[config.mk]
export PLATFORM = sky130hd
export DESIGN_NAME = game_score_timer
export DESIGN_NICKNAME = d
export VERILOG_FILES = /design/src/rtl/game_score_timer.sv
export SDC_FILE = /design/constraint.sdc
export NUM_CORES = 1
export LEC_CHECK = 0
export CAP_MARGIN = 20
export CORE_MARGIN = 2
export CORE_UTILIZATION = 30
export DETAILED_ROUTE_END_ITERATION = 10
export DONT_BUFFER_PORTS = 1
export GPL_TIMING_DRIVEN = 0
export SLEW_MARGIN = 40
export SYNTH_ARGS = -nofsm -noshare
export SYNTH_HDL_FRONTEND = slang
export SYNTH_SLANG_ARGS = --single-unit
[constraint.sdc]
create_clock -name iVGA_CLK -period 3.4 [get_ports iVGA_CLK]
set_input_delay 0.34 -clock iVGA_CLK [delete_from_list [all_inputs] [get_ports iVGA_CLK]]
set_output_delay 0.34 -clock iVGA_CLK [all_outputs]
set_load 0.01 [all_outputs]
[src/rtl/game_score_timer.sv]
// Countdown game timer with a saturating hit score, shown on two active-low
// seven-segment digits. Start and hit inputs are synchronized and edge-detected.
module game_score_timer #(
  parameter int CLK_HZ       = 25000000,
  parameter int GAME_SECONDS = 9
) (
  input  logic       iVGA_CLK,
  input  logic       iRST,
  input  logic       iStart,
  input  logic       iHit,
  output logic [6:0] time_segment,
  output logic [6:0] score_segment,
  output logic       oGameActive,
  output logic       oGameOver
);

  typedef enum logic [1:0] {
    IDLE = 2'd0,
    RUN  = 2'd1,
    OVER = 2'd2
  } state_t;

  localparam logic [25:0] TICK_MAX   = 26'(CLK_HZ - 1);
  localparam logic [3:0]  START_TIME = 4'(GAME_SECONDS);

  state_t      state, next_state;
  logic [1:0]  start_sync, hit_sync;
  logic        start_prev, hit_prev;
  logic        start_pulse, hit_pulse;
  logic [25:0] tick_cnt;
  logic [3:0]  time_val, score_val;
  logic        tick;
  logic        active_d, over_d;

  function automatic logic [6:0] seg_decode(input logic [3:0] v);
    case (v)
      4'd0:    seg_decode = 7'h40;
      4'd1:    seg_decode = 7'h79;
      4'd2:    seg_decode = 7'h24;
      4'd3:    seg_decode = 7'h30;
      4'd4:    seg_decode = 7'h19;
      4'd5:    seg_decode = 7'h12;
      4'd6:    seg_decode = 7'h02;
      4'd7:    seg_decode = 7'h78;
      4'd8:    seg_decode = 7'h00;
      4'd9:    seg_decode = 7'h10;
      default: seg_decode = 7'h7F;
    endcase
  endfunction

  // The pulse is registered so it lands three cycles after the input rises.
  always_ff @(posedge iVGA_CLK or posedge iRST) begin
    if (iRST) begin
      start_sync  <= 2'b00;
      hit_sync    <= 2'b00;
      start_prev  <= 1'b0;
      hit_prev    <= 1'b0;
      start_pulse <= 1'b0;
      hit_pulse   <= 1'b0;
    end else begin
      start_sync  <= {start_sync[0], iStart};
      hit_sync    <= {hit_sync[0], iHit};
      start_prev  <= start_sync[1];
      hit_prev    <= hit_sync[1];
      start_pulse <= start_sync[1] & ~start_prev;
      hit_pulse   <= hit_sync[1] & ~hit_prev;
    end
  end

  assign tick = (state == RUN) && (tick_cnt == TICK_MAX);

  always_ff @(posedge iVGA_CLK or posedge iRST) begin
    if (iRST) state <= IDLE;
    else      state <= next_state;
  end

  always_comb begin
    next_state = state;
    case (state)
      IDLE, OVER: if (start_pulse) next_state = RUN;
      RUN:        if (!start_pulse && tick && time_val <= 4'd1) next_state = OVER;
      default:    next_state = IDLE;
    endcase
  end

  always_comb begin
    active_d = (state == RUN);
    over_d   = (state == OVER);
  end

  // A start pulse always wins: it begins a game from IDLE/OVER or restarts one in RUN.
  always_ff @(posedge iVGA_CLK or posedge iRST) begin
    if (iRST) begin
      time_val  <= START_TIME;
      score_val <= 4'd0;
      tick_cnt  <= '0;
    end else if (start_pulse) begin
      time_val  <= START_TIME;
      score_val <= 4'd0;
      tick_cnt  <= '0;
    end else if (state == RUN) begin
      tick_cnt <= tick ? '0 : tick_cnt + 26'd1;
      if (tick) time_val <= (time_val > 4'd1) ? time_val - 4'd1 : 4'd0;
      if (hit_pulse && score_val < 4'd9) score_val <= score_val + 4'd1;
    end else begin
      tick_cnt <= '0;
    end
  end

  always_ff @(posedge iVGA_CLK or posedge iRST) begin
    if (iRST) begin
      time_segment  <= seg_decode(START_TIME);
      score_segment <= 7'h40;
      oGameActive   <= 1'b0;
      oGameOver     <= 1'b0;
    end else begin
      time_segment  <= seg_decode(time_val);
      score_segment <= seg_decode(score_val);
      oGameActive   <= active_d;
      oGameOver     <= over_d;
    end
  end

endmodule

After elaboration in Yosys (flattened, before gate mapping) --
Memories as Yosys holds them, arrays and structs flattened. A register that Yosys moved wholly into a read port is not among the register bits. Index checks and enable logic that the tools add are counted.
Operators by class: add/subtract/negate cells 3, magnitude comparators 3, equal/unequal tests 5, muxes and demuxes 13, bitwise logic cells 4, reductions and logical operators 13
Operator list (number):
- $mux 26 | 3
- $mux 4 | 7
- $add 26x1->26 const B | 1
- $eq 26x25->1 const B | 1
- $reduce_and 2->1 | 3
- $reduce_bool 2->1 | 3
- $add 4x1->4 const B | 1
- $gt 4x1->1 const B | 1
- $le 4x1->1 const B | 1
- $logic_and 1x1->1 | 4
- $lt 4x4->1 const B | 1
- $mux 2 | 2
- $pmux 2 s2 | 1
- $sub 4x1->4 const B | 1
- $and 1x1->1 | 2
- $eq 2x1->1 const B | 1
- $eq 2x2->1 const B | 1
- $logic_not 2->1 | 1
- $ne 2x1->1 const B | 1
- $ne 2x2->1 const B | 1
- $not 1->1 | 2
- $reduce_or 2->1 | 1
- $logic_not 1->1 | 1
Word-level totals: register bits after elaboration 46, bits in read-only memories 224, logic and storage cells 55, memories 2
Memories:
- (name not given) | depth 16, width 7, read ports 1, clocked after memory_dff 1, wr ports 0, RTL line 36 | case (v)
- (name not given) | depth 16, width 7, read ports 1, clocked after memory_dff 1, wr ports 0, RTL line 36

Longest topological paths before layout --
word-level depth 6, gate-level depth with buffers 6

Worst setup path before layout --
Ideal clock, no wire load.
path kind reg-to-reg, start reg tick_cnt[11], end reg tick_cnt[22], setup time 94 ps, arrival time 1916 ps, data required time 3306 ps, setup slack 1390 ps, stages on the path, launching flop included 6, cell sequence dfrtp_1 > nand4_2 > or4_4 > buf_6 > or4_1 > a211oi_1
Between the ends: cells in the longest elaborated chain, start to end 5, elaborated cells on any way between the ends 6, those cells by class add/sub (1); eq/ne (1); mux (3); reduce/logical (1)
RTL lines:
- start, declared | RTL line 30 | logic [25:0] tick_cnt;
- start signal, assigned | RTL line 102 | tick_cnt <= tick ? '0 : tick_cnt + 26'd1;
- branches (longest 2 deep; another with $add 26x1->26)
- $mux 26 * | RTL line 102
- $mux 26 * | RTL line 101 | end else if (state == RUN) begin
- $mux 26 * | RTL line 97 | end else if (start_pulse) begin
Mark *: on every way between the ends. A chain may end at the register's enable or synchronous reset.

Worst setup path after layout --
start reg tick_cnt[6], end reg tick_cnt[18]
The elaborated chain is that of the path after synthesis.

==> flow_summary.ini <==
[outcome]
status = finished, final reports clean

[drt]
drt_wl_total_mm = 6.00
antenna_left = 0
routedWlPerCell_um = 13.1
drtIter0Drc = 149
avgViaCountPerCell = 5.02
num_vias = 2306
remaining_drc_errors = 0
drtPass1Iterations = 4

[sta]
grt_setup_unrepaired = false
hold_viol = 0
hold_ws_ps = 351
fin_crit_ps = 2460
finalSetupViolCount = 0
tightest_slew_ps = 526
slew_viol_final = 0
post-route-period-util = 0.723
clock_skew_ps = 8.64
tns_ps = 0
fmax_mhz = 407
maxSlewHeadroom = 0.647

[global_route]
grt_pass1_wl_mm = 10.7
grt_antenna_before_repair = 0
grt_pass1_vias = 2273
grt_max_degree = 45
grt_remaining_overflow = 0
gr-usage-all-layers = 0.121

[clock_network]
clk_pin_slew_ps = 70
cts_buffers = 9
cts_max_level = 3
cts_resized = 0
clk_latency_ps = 350
clockBufferDepth = 2
cts_tree = built
cts.root.buffer_cell = clkbuf_8
post_cts_buffers = 0
cts.sinks = 60

[synthesis]
syn_area_um2 = 2990
ys_seq_area_frac = 0.503
synth_largest_area_cell = dfrtp_1
syn_nets = 322
synth_area_per_cell_um2 = 9.78
synth_top_area_share = 0.468
synth-seq-cells = 60
synthTopCellsByArea = dfrtp_1 47%, ha_1 5.0%, nand2_1 3.8%
ys_types = 37
syn_inst = 306
yosysWarnings = 0

[worst_setup_path]
cpMaxStageDelayCell = nor3_2
critPathBufInv = 2
required_ps = 3600
slowest_delay_ps = 570
critical_path_class = reg2reg
end_kind = flip-flop
path_cells = clkbuf_1, nor4_1, nand4_1, nor3_2, clkbuf_1, a211oi_1
arrival_ps = 2660
reg2reg_slack_ps = 940
critPathMaxFanout = 10
cpLargestDelayFamily = simple AND/OR/NAND/NOR gates
cpMostUsedCell = clkbuf_1
setup.worst_path.start_class = flip-flop

[die]
die_area_um2 = 10800
rows = 36
die_height_um = 104
ios = 20
dieWidth_um = 104
core_area_um2 = 9730
initial_core_util = 0.308

[layout]
final-seq-area_um2 = 1510
syn2layout_area_growth_pct = 13.9
multiInputGateArea_um2 = 1380
diodes = 0
drive_above_1_share = 0.0951
fin_nets = 337
nFillCells = 1011
fin_cells = 459

[placement]
placed_cells = 440
port_buffers = 0
routabilityCongestion = 0.799
hpwl_mm = 4.13

[job]
drv_cap = 0

[pwr]
powerDensity_nw_per_um2 = 471
ir_worst_vdd_mv = 0.190
power_leakage_nw = 1.34
finalPower_mw = 1.60

[min_path]
min_path_type = reg2reg
## registers in the layout, indices dropped and copies added (netlist names)
name and count:
hit_prev 1, hit_pulse 1, hit_sync 2, oGameActive 1, oGameOver 1, score_segment 7, score_val 4, start_prev 1
start_pulse 1, start_sync 2, state 2, tick_cnt 26, time_segment 7, time_val 4
## synthesized netlist by cell type (all sizes together)
| library cell | n |
|---|---|
| a211oi | 10 |
| a21oi | 16 |
| a221o | 1 |
| a31oi | 2 |
| and3 | 3 |
| and4 | 5 |
| buf | 1 |
| clkbuf | 13 |
| dfrtp | 56 |
| dfstp | 4 |
| ha | 12 |
| inv | 15 |
| mux2i | 2 |
| nand2 | 30 |
| nand2b | 3 |
| nand3 | 14 |
| nand3b | 1 |
| nand4 | 16 |
| nor2 | 15 |
| nor2b | 5 |
| nor3 | 19 |
| nor3b | 2 |
| nor4 | 7 |
| o2111ai | 1 |
| o21a | 1 |
| o21ai | 10 |
| o31ai | 11 |
| o41ai | 1 |
| or2 | 4 |
| or3 | 2 |
| or4 | 9 |
| xnor2 | 9 |
| xor2 | 6 |
## final timing paths
check / startpoint / end / depth (start not counted)
setup / recovery: tick_cnt[6] / tick_cnt[18] / 6
hold / removal: start_sync[0] / start_sync[1] / 0
setup reg to reg: tick_cnt[6] / tick_cnt[18] / 6
hold reg to reg: start_sync[0] / start_sync[1] / 0
max in group asynchronous: iRST / time_segment[4] / 3
min in group asynchronous: iRST / tick_cnt[0] / 2
## layout make-up
| type | instances | area share |
|---|---|---|
| Buffer | 14 | 0.0176 |
| Clock buffer | 10 | 0.0374 |
| Clock inverter | 6 | 0.0191 |
| Inverter | 15 | 0.0172 |
| Multi-Input combinational cell | 217 | 0.404 |
| Sequential cell | 60 | 0.442 |
| Tap cell | 133 | 0.0488 |
| Timing Repair Buffer | 4 | 0.0147 |
## cell usage in the layout (no fill, tap or decap), drive strengths merged, types with 3 or more instances in the layout
cell,n
nand3,14
a21oi,16
clkinv,4
and4,5
clkbuf,23
nor4,7
or4,9
nor2,15
or2,4
o21ai,10
and3,3
nor3,19
a211oi,10
nand2b,3
dlygate4sd3,3
o31ai,11
nand2,30
xor2,6
ha,12
nor2b,5
dfstp,4
xnor2,9
nand4,16
dfrtp,56
inv,15
## stage by stage
step,area [µm²],worst slack (ps),util
final,3410,940,0.351
after detailed placement,3180,725,0.327
after global placement,3160,754,0.325
after CTS,3390,713,0.348
after floorplan,2990,1390,-
after global routing,3410,770,0.351
## repair_timing
item	in CTS	in global routing
endpoints found under the hold margin	16	2
setup endpoints to repair	0	0
hold buffers	1	2
## logic make-up (layout without fill, tap and decap cells)
family	Yosys count	count (layout)	synth area share
AO/OA/AOI/OAI	53	53	0.112
XOR/XNOR	15	15	0.0439
adder cells (fa/ha/maj)	12	12	0.0501
buffers and inverters	29	49	0.0389
flip-flops	60	60	0.503
multiplexers	2	2	0.00669
AND/OR/NAND/NOR	135	135	0.245
## power breakdown
group	total, mW	leakage (nW)	switching (mW)	internal [mW]
registers	0.825	0.785	0.0534	0.771
clock network	0.627	0.0962	0.289	0.338
logic	0.153	0.461	0.0926	0.0607
## layer usage
layer,vias up,track usage,routed length [µm]
met5,-,0,0
met1,1121,0.156,2850
li1,1141,-,-
met3,5,0.0432,249
met2,39,0.191,2820
met4,0,0.0386,72
Power figures use the tool's default switching activity.
